**src/rtl/voice_dispatcher_pkg.sv**
```systemverilog
`default_nettype none
// ============================================================================
//  Module      : voice_dispatcher_pkg
//  Description : Shared types and default widths for the voice dispatcher.
//  Revision    : 1.0 - initial release
// ============================================================================
package voice_dispatcher_pkg;

   localparam int c_VOICE_COUNT    = 4;
   localparam int c_NOTE_WIDTH     = 7;
   localparam int c_VELOCITY_WIDTH = 7;

   typedef logic [c_NOTE_WIDTH-1:0]     note_t;
   typedef logic [c_VELOCITY_WIDTH-1:0] velocity_t;

   typedef struct packed {
      logic      active;
      note_t     note;
      velocity_t velocity;
   } voice_t;

   typedef enum logic [1:0] {
      IDLE   = 2'd0,
      SEARCH = 2'd1,
      COMMIT = 2'd2
   } dispatch_state_t;

endpackage
`default_nettype wire

```
**src/rtl/voice_dispatcher_if.sv**
```systemverilog
`default_nettype none
// ============================================================================
//  Module      : voice_dispatcher_if
//  Description : Note-event handshake and voice-table outputs of the
//                voice dispatcher.
//  Revision    : 1.0 - initial release
// ============================================================================
interface voice_dispatcher_if
   import voice_dispatcher_pkg::*;
#(
   parameter int VOICE_COUNT    = c_VOICE_COUNT,
   parameter int NOTE_WIDTH     = c_NOTE_WIDTH,
   parameter int VELOCITY_WIDTH = c_VELOCITY_WIDTH
);
   logic                                           event_valid;
   logic                                           event_ready;
   logic                                           event_on;
   logic [NOTE_WIDTH-1:0]                          event_note;
   logic [VELOCITY_WIDTH-1:0]                      event_velocity;
   logic [VOICE_COUNT-1:0]                         voice_active;
   logic [VOICE_COUNT-1:0][NOTE_WIDTH-1:0]         voice_note;
   logic [VOICE_COUNT-1:0][VELOCITY_WIDTH-1:0]     voice_velocity;
   logic [VOICE_COUNT-1:0]                         voice_trigger;
   logic [VOICE_COUNT-1:0]                         voice_release;
   logic                                           event_dropped;

   modport master (
      output event_valid, event_on, event_note, event_velocity,
      input  event_ready, voice_active, voice_note, voice_velocity,
             voice_trigger, voice_release, event_dropped
   );

   modport slave (
      input  event_valid, event_on, event_note, event_velocity,
      output event_ready, voice_active, voice_note, voice_velocity,
             voice_trigger, voice_release, event_dropped
   );
endinterface
`default_nettype wire

```
**src/rtl/voice_dispatcher_search.sv**
```systemverilog
`default_nettype none
// ============================================================================
//  Module      : voice_dispatcher_search
//  Description : Combinational associative search; reports whether any
//                element equals the needle and the lowest matching index.
//  Revision    : 1.0 - initial release
// ============================================================================
module voice_dispatcher_search #(
   parameter int ELEMENT_WIDTH = 8,
   parameter int ELEMENT_COUNT = 4,
   localparam int c_IDX_W      = $clog2(ELEMENT_COUNT)
) (
   input  wire logic [ELEMENT_COUNT-1:0][ELEMENT_WIDTH-1:0] i_elements,
   input  wire logic [ELEMENT_WIDTH-1:0]                    i_needle,
   output logic                                             o_found,
   output logic [c_IDX_W-1:0]                               o_index
);
   // Scan from the top down so the lowest matching index is the last written
   always_comb begin
      o_found = 1'b0;
      o_index = '0;
      for (int i = ELEMENT_COUNT - 1; i >= 0; i--) begin
         if (i_elements[i] == i_needle) begin
            o_found = 1'b1;
            o_index = c_IDX_W'(i);
         end
      end
   end
endmodule
`default_nettype wire

```
**src/rtl/voice_dispatcher.sv**
```systemverilog
`default_nettype none
// ============================================================================
//  Module      : voice_dispatcher
//  Description : Allocates MIDI note events to a pool of synth voices and
//                pulses per-voice trigger/release. Three-cycle
//                accept/search/commit sequence per event.
//                Optional macro VOICE_DISPATCHER_STEAL_EN: LRU voice stealing
//                when the pool is full (otherwise the event is dropped).
//  Revision    : 1.0 - initial release
// ============================================================================
module voice_dispatcher
   import voice_dispatcher_pkg::*;
#(
   parameter int VOICE_COUNT    = c_VOICE_COUNT,
   parameter int NOTE_WIDTH     = c_NOTE_WIDTH,
   parameter int VELOCITY_WIDTH = c_VELOCITY_WIDTH
) (
   input wire logic           clock,
   input wire logic           reset,
   voice_dispatcher_if.slave  bus
);
   localparam int         c_IDX_W     = $clog2(VOICE_COUNT);
   localparam logic [1:0] c_ST_IDLE   = IDLE;
   localparam logic [1:0] c_ST_SEARCH = SEARCH;
   localparam logic [1:0] c_ST_COMMIT = COMMIT;

   logic [1:0]                                 r_state;
   logic                                       r_on;
   logic [NOTE_WIDTH-1:0]                      r_note;
   logic [VELOCITY_WIDTH-1:0]                  r_vel;
   logic [VOICE_COUNT-1:0]                     r_active;
   logic [VOICE_COUNT-1:0][NOTE_WIDTH-1:0]     r_note_tab;
   logic [VOICE_COUNT-1:0][VELOCITY_WIDTH-1:0] r_vel_tab;
   logic [VOICE_COUNT-1:0]                     r_trig;
   logic [VOICE_COUNT-1:0]                     r_rel;
   logic                                       r_drop;
   logic                                       r_hit;
   logic [c_IDX_W-1:0]                         r_hit_idx;
   logic                                       r_free;
   logic [c_IDX_W-1:0]                         r_free_idx;

   logic [VOICE_COUNT-1:0][NOTE_WIDTH:0]       w_keys;
   logic                                       w_hit;
   logic [c_IDX_W-1:0]                         w_hit_idx;
   logic                                       w_free;
   logic [c_IDX_W-1:0]                         w_free_idx;
   logic                                       w_accept;
   logic [c_IDX_W-1:0]                         w_tgt;
   logic [VOICE_COUNT-1:0]                     w_onehot;
   logic                                       w_alloc;
   logic                                       w_vel_wr;
   logic                                       w_clr;
   logic                                       w_trig;
   logic                                       w_rel;
   logic                                       w_drop;
   logic                                       w_touch;

   assign w_accept = (r_state == c_ST_IDLE) && bus.event_valid;
   assign w_onehot = {{(VOICE_COUNT-1){1'b0}}, 1'b1} << w_tgt;

   // Inactive slots carry a 0 in the key MSB so stale notes never match
   generate
      for (genvar i = 0; i < VOICE_COUNT; i++) begin : g_keys
         assign w_keys[i] = {r_active[i], r_note_tab[i]};
      end
   endgenerate

   voice_dispatcher_search #(
      .ELEMENT_WIDTH (NOTE_WIDTH + 1),
      .ELEMENT_COUNT (VOICE_COUNT)
   ) u_note_search (
      .i_elements (w_keys),
      .i_needle   ({1'b1, r_note}),
      .o_found    (w_hit),
      .o_index    (w_hit_idx)
   );

   voice_dispatcher_search #(
      .ELEMENT_WIDTH (1),
      .ELEMENT_COUNT (VOICE_COUNT)
   ) u_free_search (
      .i_elements (r_active),
      .i_needle   (1'b0),
      .o_found    (w_free),
      .o_index    (w_free_idx)
   );

`ifdef VOICE_DISPATCHER_STEAL_EN
   logic [VOICE_COUNT-1:0][c_IDX_W-1:0] r_age;
   logic [c_IDX_W-1:0]                  w_victim;

   // Victim is the least recently (re)started voice: the one with maximum age
   always_comb begin
      w_victim = '0;
      for (int i = 0; i < VOICE_COUNT; i++) begin
         if (r_age[i] == c_IDX_W'(VOICE_COUNT - 1)) w_victim = c_IDX_W'(i);
      end
   end

   // LRU ages: touched voice becomes youngest, younger voices age by one
   always_ff @(posedge clock) begin
      if (reset) begin
         for (int i = 0; i < VOICE_COUNT; i++) r_age[i] <= c_IDX_W'(i);
      end else if (w_touch) begin
         for (int i = 0; i < VOICE_COUNT; i++) begin
            if (c_IDX_W'(i) == w_tgt)         r_age[i] <= '0;
            else if (r_age[i] < r_age[w_tgt]) r_age[i] <= r_age[i] + c_IDX_W'(1);
         end
      end
   end
`endif

   // Commit decision from the registered search results and latched event
   always_comb begin
      w_tgt    = '0;
      w_alloc  = 1'b0;
      w_vel_wr = 1'b0;
      w_clr    = 1'b0;
      w_trig   = 1'b0;
      w_rel    = 1'b0;
      w_drop   = 1'b0;
      w_touch  = 1'b0;
      if (r_state == c_ST_COMMIT) begin
         if (r_on) begin
            if (r_hit) begin
               w_tgt    = r_hit_idx;
               w_vel_wr = 1'b1;
               w_trig   = 1'b1;
               w_touch  = 1'b1;
            end else if (r_free) begin
               w_tgt    = r_free_idx;
               w_alloc  = 1'b1;
               w_trig   = 1'b1;
               w_touch  = 1'b1;
            end else begin
`ifdef VOICE_DISPATCHER_STEAL_EN
               w_tgt    = w_victim;
               w_alloc  = 1'b1;
               w_trig   = 1'b1;
               w_rel    = 1'b1;
               w_touch  = 1'b1;
`else
               w_drop   = 1'b1;
`endif
            end
         end else if (r_hit) begin
            w_tgt = r_hit_idx;
            w_clr = 1'b1;
            w_rel = 1'b1;
         end
      end
   end

   // Sequencer and event latch; velocity 0 note-on is folded into note-off
   always_ff @(posedge clock) begin
      if (reset) begin
         r_state <= c_ST_IDLE;
         r_on    <= 1'b0;
         r_note  <= '0;
         r_vel   <= '0;
      end else begin
         case (r_state)
            c_ST_IDLE: begin
               if (w_accept) begin
                  r_state <= c_ST_SEARCH;
                  r_on    <= bus.event_on && (|bus.event_velocity);
                  r_note  <= bus.event_note;
                  r_vel   <= bus.event_velocity;
               end
            end
            c_ST_SEARCH: r_state <= c_ST_COMMIT;
            default:     r_state <= c_ST_IDLE;
         endcase
      end
   end

   // Search results captured in the SEARCH cycle
   always_ff @(posedge clock) begin
      if (reset) begin
         r_hit      <= 1'b0;
         r_hit_idx  <= '0;
         r_free     <= 1'b0;
         r_free_idx <= '0;
      end else if (r_state == c_ST_SEARCH) begin
         r_hit      <= w_hit;
         r_hit_idx  <= w_hit_idx;
         r_free     <= w_free;
         r_free_idx <= w_free_idx;
      end
   end

   // Voice table and one-cycle output pulses updated at COMMIT
   always_ff @(posedge clock) begin
      if (reset) begin
         r_active   <= '0;
         r_note_tab <= '0;
         r_vel_tab  <= '0;
         r_trig     <= '0;
         r_rel      <= '0;
         r_drop     <= 1'b0;
      end else begin
         r_trig <= w_trig ? w_onehot : '0;
         r_rel  <= w_rel  ? w_onehot : '0;
         r_drop <= w_drop;
         if (w_alloc) begin
            r_active[w_tgt]   <= 1'b1;
            r_note_tab[w_tgt] <= r_note;
            r_vel_tab[w_tgt]  <= r_vel;
         end
         if (w_vel_wr) r_vel_tab[w_tgt] <= r_vel;
         if (w_clr)    r_active[w_tgt]  <= 1'b0;
      end
   end

   assign bus.event_ready    = (r_state == c_ST_IDLE) && !reset;
   assign bus.voice_active   = r_active;
   assign bus.voice_note     = r_note_tab;
   assign bus.voice_velocity = r_vel_tab;
   assign bus.voice_trigger  = r_trig;
   assign bus.voice_release  = r_rel;
   assign bus.event_dropped  = r_drop;

endmodule
`default_nettype wire
```
**src/flat_wrapper.sv**
```systemverilog
// flat-port wrapper written by rule: the top's interface ports become plain ports
module voice_dispatcher_flat import voice_dispatcher_pkg::*;
#(
   parameter int VOICE_COUNT    = c_VOICE_COUNT,
   parameter int NOTE_WIDTH     = c_NOTE_WIDTH,
   parameter int VELOCITY_WIDTH = c_VELOCITY_WIDTH
)
  (clock, reset, bus_event_valid, bus_event_on, bus_event_note, bus_event_velocity, bus_event_ready, bus_voice_active, bus_voice_note, bus_voice_velocity, bus_voice_trigger, bus_voice_release, bus_event_dropped);
  voice_dispatcher_if #(.VOICE_COUNT(VOICE_COUNT), .NOTE_WIDTH(NOTE_WIDTH), .VELOCITY_WIDTH(VELOCITY_WIDTH)) bus_i ();
  input wire logic clock;
  input wire logic reset;
  input wire logic [$bits(bus_i.event_valid)-1:0] bus_event_valid;
  input wire logic [$bits(bus_i.event_on)-1:0] bus_event_on;
  input wire logic [$bits(bus_i.event_note)-1:0] bus_event_note;
  input wire logic [$bits(bus_i.event_velocity)-1:0] bus_event_velocity;
  output wire logic [$bits(bus_i.event_ready)-1:0] bus_event_ready;
  output wire logic [$bits(bus_i.voice_active)-1:0] bus_voice_active;
  output wire logic [$bits(bus_i.voice_note)-1:0] bus_voice_note;
  output wire logic [$bits(bus_i.voice_velocity)-1:0] bus_voice_velocity;
  output wire logic [$bits(bus_i.voice_trigger)-1:0] bus_voice_trigger;
  output wire logic [$bits(bus_i.voice_release)-1:0] bus_voice_release;
  output wire logic [$bits(bus_i.event_dropped)-1:0] bus_event_dropped;
  assign bus_i.event_valid = bus_event_valid;
  assign bus_i.event_on = bus_event_on;
  assign bus_i.event_note = bus_event_note;
  assign bus_i.event_velocity = bus_event_velocity;
  assign bus_event_ready = bus_i.event_ready;
  assign bus_voice_active = bus_i.voice_active;
  assign bus_voice_note = bus_i.voice_note;
  assign bus_voice_velocity = bus_i.voice_velocity;
  assign bus_voice_trigger = bus_i.voice_trigger;
  assign bus_voice_release = bus_i.voice_release;
  assign bus_event_dropped = bus_i.event_dropped;
  voice_dispatcher #(.VOICE_COUNT(VOICE_COUNT), .NOTE_WIDTH(NOTE_WIDTH), .VELOCITY_WIDTH(VELOCITY_WIDTH)) u_core (.clock(clock), .reset(reset), .bus(bus_i));
endmodule
```
**config.mk**
```make
export PLATFORM = sky130hd
export DESIGN_NAME = voice_dispatcher_flat
export DESIGN_NICKNAME = d
export VERILOG_FILES = /design/src/rtl/voice_dispatcher_pkg.sv /design/src/rtl/voice_dispatcher_if.sv /design/src/rtl/voice_dispatcher_search.sv /design/src/rtl/voice_dispatcher.sv /design/src/flat_wrapper.sv
export SDC_FILE = /design/constraint.sdc
export NUM_CORES = 1
export LEC_CHECK = 0
export BUFFER_PORTS_ARGS = -buffer_cell sky130_fd_sc_hd__buf_2
export CORE_ASPECT_RATIO = 0.6
export CORE_MARGIN = 1
export CORE_UTILIZATION = 50
export CTS_BUF_LIST = sky130_fd_sc_hd__clkbuf_2 sky130_fd_sc_hd__clkbuf_4 sky130_fd_sc_hd__clkbuf_8
export CTS_CLUSTER_DIAMETER = 30
export DETAILED_ROUTE_END_ITERATION = 7
export PLACE_DENSITY_LB_ADDON = 0.1
export SLEW_MARGIN = 20
export SYNTH_ARGS = -nofsm -noshare
export SYNTH_HDL_FRONTEND = slang
export SYNTH_SLANG_ARGS = --single-unit
```
**constraint.sdc**
```tcl
create_clock -name clock -period 4.4 [get_ports clock]
set_input_delay 0 -clock clock [delete_from_list [all_inputs] [get_ports clock]]
set_output_delay 0 -clock clock [all_outputs]
set_load 0.02 [all_outputs]
```
==> results.md <==
- finished clean — status
- register to register — WS Path Type
- 1800 µm² — multi-input gate area in the final layout
- 60 — pin count of the biggest net entering global routing
- 92 — clk sink count
- 8930 µm — final wirelength
- 0 — total overflow reported by the global router
- false — setup repair after global routing missed its margin
- 507 — post-layout net count
- 0 — final count of pins violating max slew
- 6240 µm — Detail Placement HPWL
- 325 nW/µm² — power per standard cell area
- 649 — filler cell count in the final layout
- sky130_fd_sc_hd__clkbuf_8 — cell at the root of the clock tree
- sky130_fd_sc_hd__nand4b_2 — cell at the slowest stage of the critical path
- 51.7% — effective utilization at floorplan
- 0.867 — routability congestion estimate
- 0.49 ns — crit-path max cell delay
- register — endpoint type of the worst setup path
- 2.56 ns — critical path data arrival time
- 0 — antenna violations before repair
- 92 — post-synthesis register bit count
- 1840 µm² — area used by sequential logic in the layout
- 0 — final antenna diode count
- 20.6% — layout-stage area growth over the synthesis result
- 15 — cts hold-fix bufs
- 2.32 ns — shortest period the worst path allows
- 5.14 — average vias per placed instance
- 2,711 — number of global-route vias before repair
- 4.63 ns — Req. time, crit path
- 0.00148 W — overall power
- 15.0 µm — wire length per cell
- 88 — IO Pins
- 11 — maximum net fanout on the critical path
- 0.08 ns — Clock Pin Slew Worst Setup and Hold Paths
- 0 — number of max-cap violations
- 87 — buffers added on ports
- 0 — number of design rule violations left after detail routing
- 48.8% — sequential fraction of the synthesis area
- 0 — count of yosys warnings during synthesis
- 69.3 µm — die height
- 0.00860 ns — Final Skew
- 24 — std cell rows
- 3 — number of H-tree branching levels
- 0 — buffers inserted during post-CTS setup optimization
- 7920 µm² — Die ar.
- and3b_1, nand4b_2, a21oi_4, mux2i_1, nor2_1 — cell chain of the critical path
- 47.5% — Max transition margin
- 14,100 µm — wire length of the first global-routing pass
- 0 — count of final setup violators
- 419 — Synthesized Nets
- 9.42 µm² — Avg Inst Size Synth
- 0.000163 V — peak supply drop
- 430 MHz — maximum clock frequency
- 0 — cells resized by post-CTS repair
- register — kind of start point of the critical path
- 0.37 ns — clock latency reported for the late side of the worst-skew pair
- 0 ns — Fin Setup TNS
- 3,069 — via count of the routed design
- 401 — number of instances in the synthesized netlist
- 9 — number of CTS-inserted buffers
- 0.786 ns — Worst Max-Slew Pin Slew
- 2.09 nW — Static Leak
- 52.8% — Tcrit/Tclk final
- 2 — Bufs on Longest Clock Path
- done — TritonCTS clock tree
- 44 — Unique masters post-synth
- 22.7% — proportion of layout cells with a drive suffix above 1
- 3780 µm² — cell area after synthesis
- 7300 µm² — core area
- primary input to register — worst hold path class
- 0 — buffers plus inverters on the worst setup path
- 23.5% — global-route usage over all layers
- 5 — Initial DRT Pass Iterations
- 114 µm — Die Width
- simple AND/OR/NAND/NOR gates — Top delay family on crit path
- 0 — number of nets with antenna violations after routing
- 160 — Detailed Route Iter0 Violations
- 0 — number of hold-slack violations in the final timing report
==> cell usage in the layout, fill, tap and decap left out, types with 6 or more instances in the layout <==
cell type / Yosys / routed
sky130_fd_sc_hd__xor2_1: 7 / 7
sky130_fd_sc_hd__dfxtp_1: 92 / 92
sky130_fd_sc_hd__buf_2: 2 / 87
sky130_fd_sc_hd__a21oi_1: 23 / 23
sky130_fd_sc_hd__mux2i_1: 56 / 56
sky130_fd_sc_hd__nor2_1: 81 / 81
sky130_fd_sc_hd__dlygate4sd3_1: 0 / 15
sky130_fd_sc_hd__xnor2_1: 21 / 21
sky130_fd_sc_hd__nand2_1: 42 / 42
sky130_fd_sc_hd__nand4_1: 6 / 6
sky130_fd_sc_hd__clkbuf_8: 0 / 11
==> layout make-up <==
| cell class | count | share of cell area (%) |
|---|---|---|
| well taps | 104 | 2.86 |
| repair buffers | 103 | 13.0 |
| clock inverters | 1 | 0.165 |
| multi-input cells | 280 | 39.5 |
| flip-flops and latches | 92 | 40.4 |
| clock buffers | 14 | 3.82 |
| inverters | 3 | 0.247 |
==> report_power, final <==
part | switching, W | internal [W] | leakage [nW]
Clock | 0.000276 | 0.000253 | 0.0930
Combinational | 0.0000450 | 0.0000376 | 1.26
Sequential | 0.0000270 | 0.000843 | 0.744
==> final timing paths <==
kind | cells past startpoint | slack [ns] | end | start
max | 5 | 2.08 | u_core.bus.voice_velocity[7] | u_core.r_state[1]
min | 2 | 0.08 | register | reset
min reg2reg | 2 | 0.49 | u_core.bus.voice_velocity[5] | u_core.bus.voice_velocity[5]
max reg2reg | 5 | 2.08 | u_core.bus.voice_velocity[7] | u_core.r_state[1]
==> cells in the mapped netlist, drive strengths merged <==
master,n,area [µm²]
or3,1,6.26
nor2,81,304
o2111ai,1,26.3
xor2,7,61.3
nand3b,1,7.51
a31oi,1,6.26
nor4b,1,8.76
xnor2,21,184
a32oi,1,8.76
a221oi,2,17.5
and3b,2,17.5
and2b,1,8.76
and4b,2,23.8
nor2b,1,6.26
buf,8,58.8
nor4,3,18.8
o31ai,1,7.51
nand4b,2,23.8
o21ai,4,20.0
a41oi,1,8.76
clkbuf,18,67.6
a21oi,26,164
dfxtp,92,1840
o21bai,1,7.51
a311oi,1,8.76
nand4,6,37.5
mux2i,56,561
nand2b,1,6.26
a211oi,1,12.5
or2,1,6.26
o22ai,1,6.26
and2,1,6.26
nor3,5,25.0
nand3,4,32.5
nand2,42,158
inv,3,11.3
==> layer usage <==
metal / up-vias / routed length (µm) / GRT usage [%]
met5: - / 0 / 0
met4: 0 / 129 / 8.23
li1: 1521 / - / -
met3: 15 / 539 / 6.73
met1: 1436 / 4800 / 37.4
met2: 97 / 3460 / 29.3
==> stage by stage <==
step                utilization [%]  setup slack, ns  hold WS, ns  cell area, µm²  instances
finish                         62.4             2.08       0.0810            4550        597
global route                   62.4             1.89       0.0745            4550        597
CTS                            62.4             2.07       0.0654            4550        597
detailed placement             57.9             2.12        0.249            4220        567
global placement               57.9             2.26        0.241            4220        567
floorplan                         -             2.84       0.0827            3780        401
==> kinds of logic (layout without fill, tap and decap cells) <==
family	count (synthesis)	after routing	share of synthesized area, %
compound gates	41	41	7.79
xor+xnor	28	28	6.49
buf+inv	29	121	3.64
flops	92	92	48.8
mux	56	56	14.8
simple gates	155	155	18.5
==> flip-flops by register name (all words and copies together), names as in the netlist, named ones only <==
name,count
u_core.bus.voice_active,3
u_core.bus.voice_note,28
u_core.r_on,1
u_core.r_note,7
u_core.bus.event_dropped,1
u_core.bus.voice_velocity,21
u_core.r_hit_idx,2
u_core.r_state,2
u_core.bus.voice_trigger,4
u_core.r_vel,7
u_core.r_hit,1
u_core.r_free_idx,2
u_core.bus.voice_release,4
u_core.r_free,1
Power figures use the tool's default switching activity.
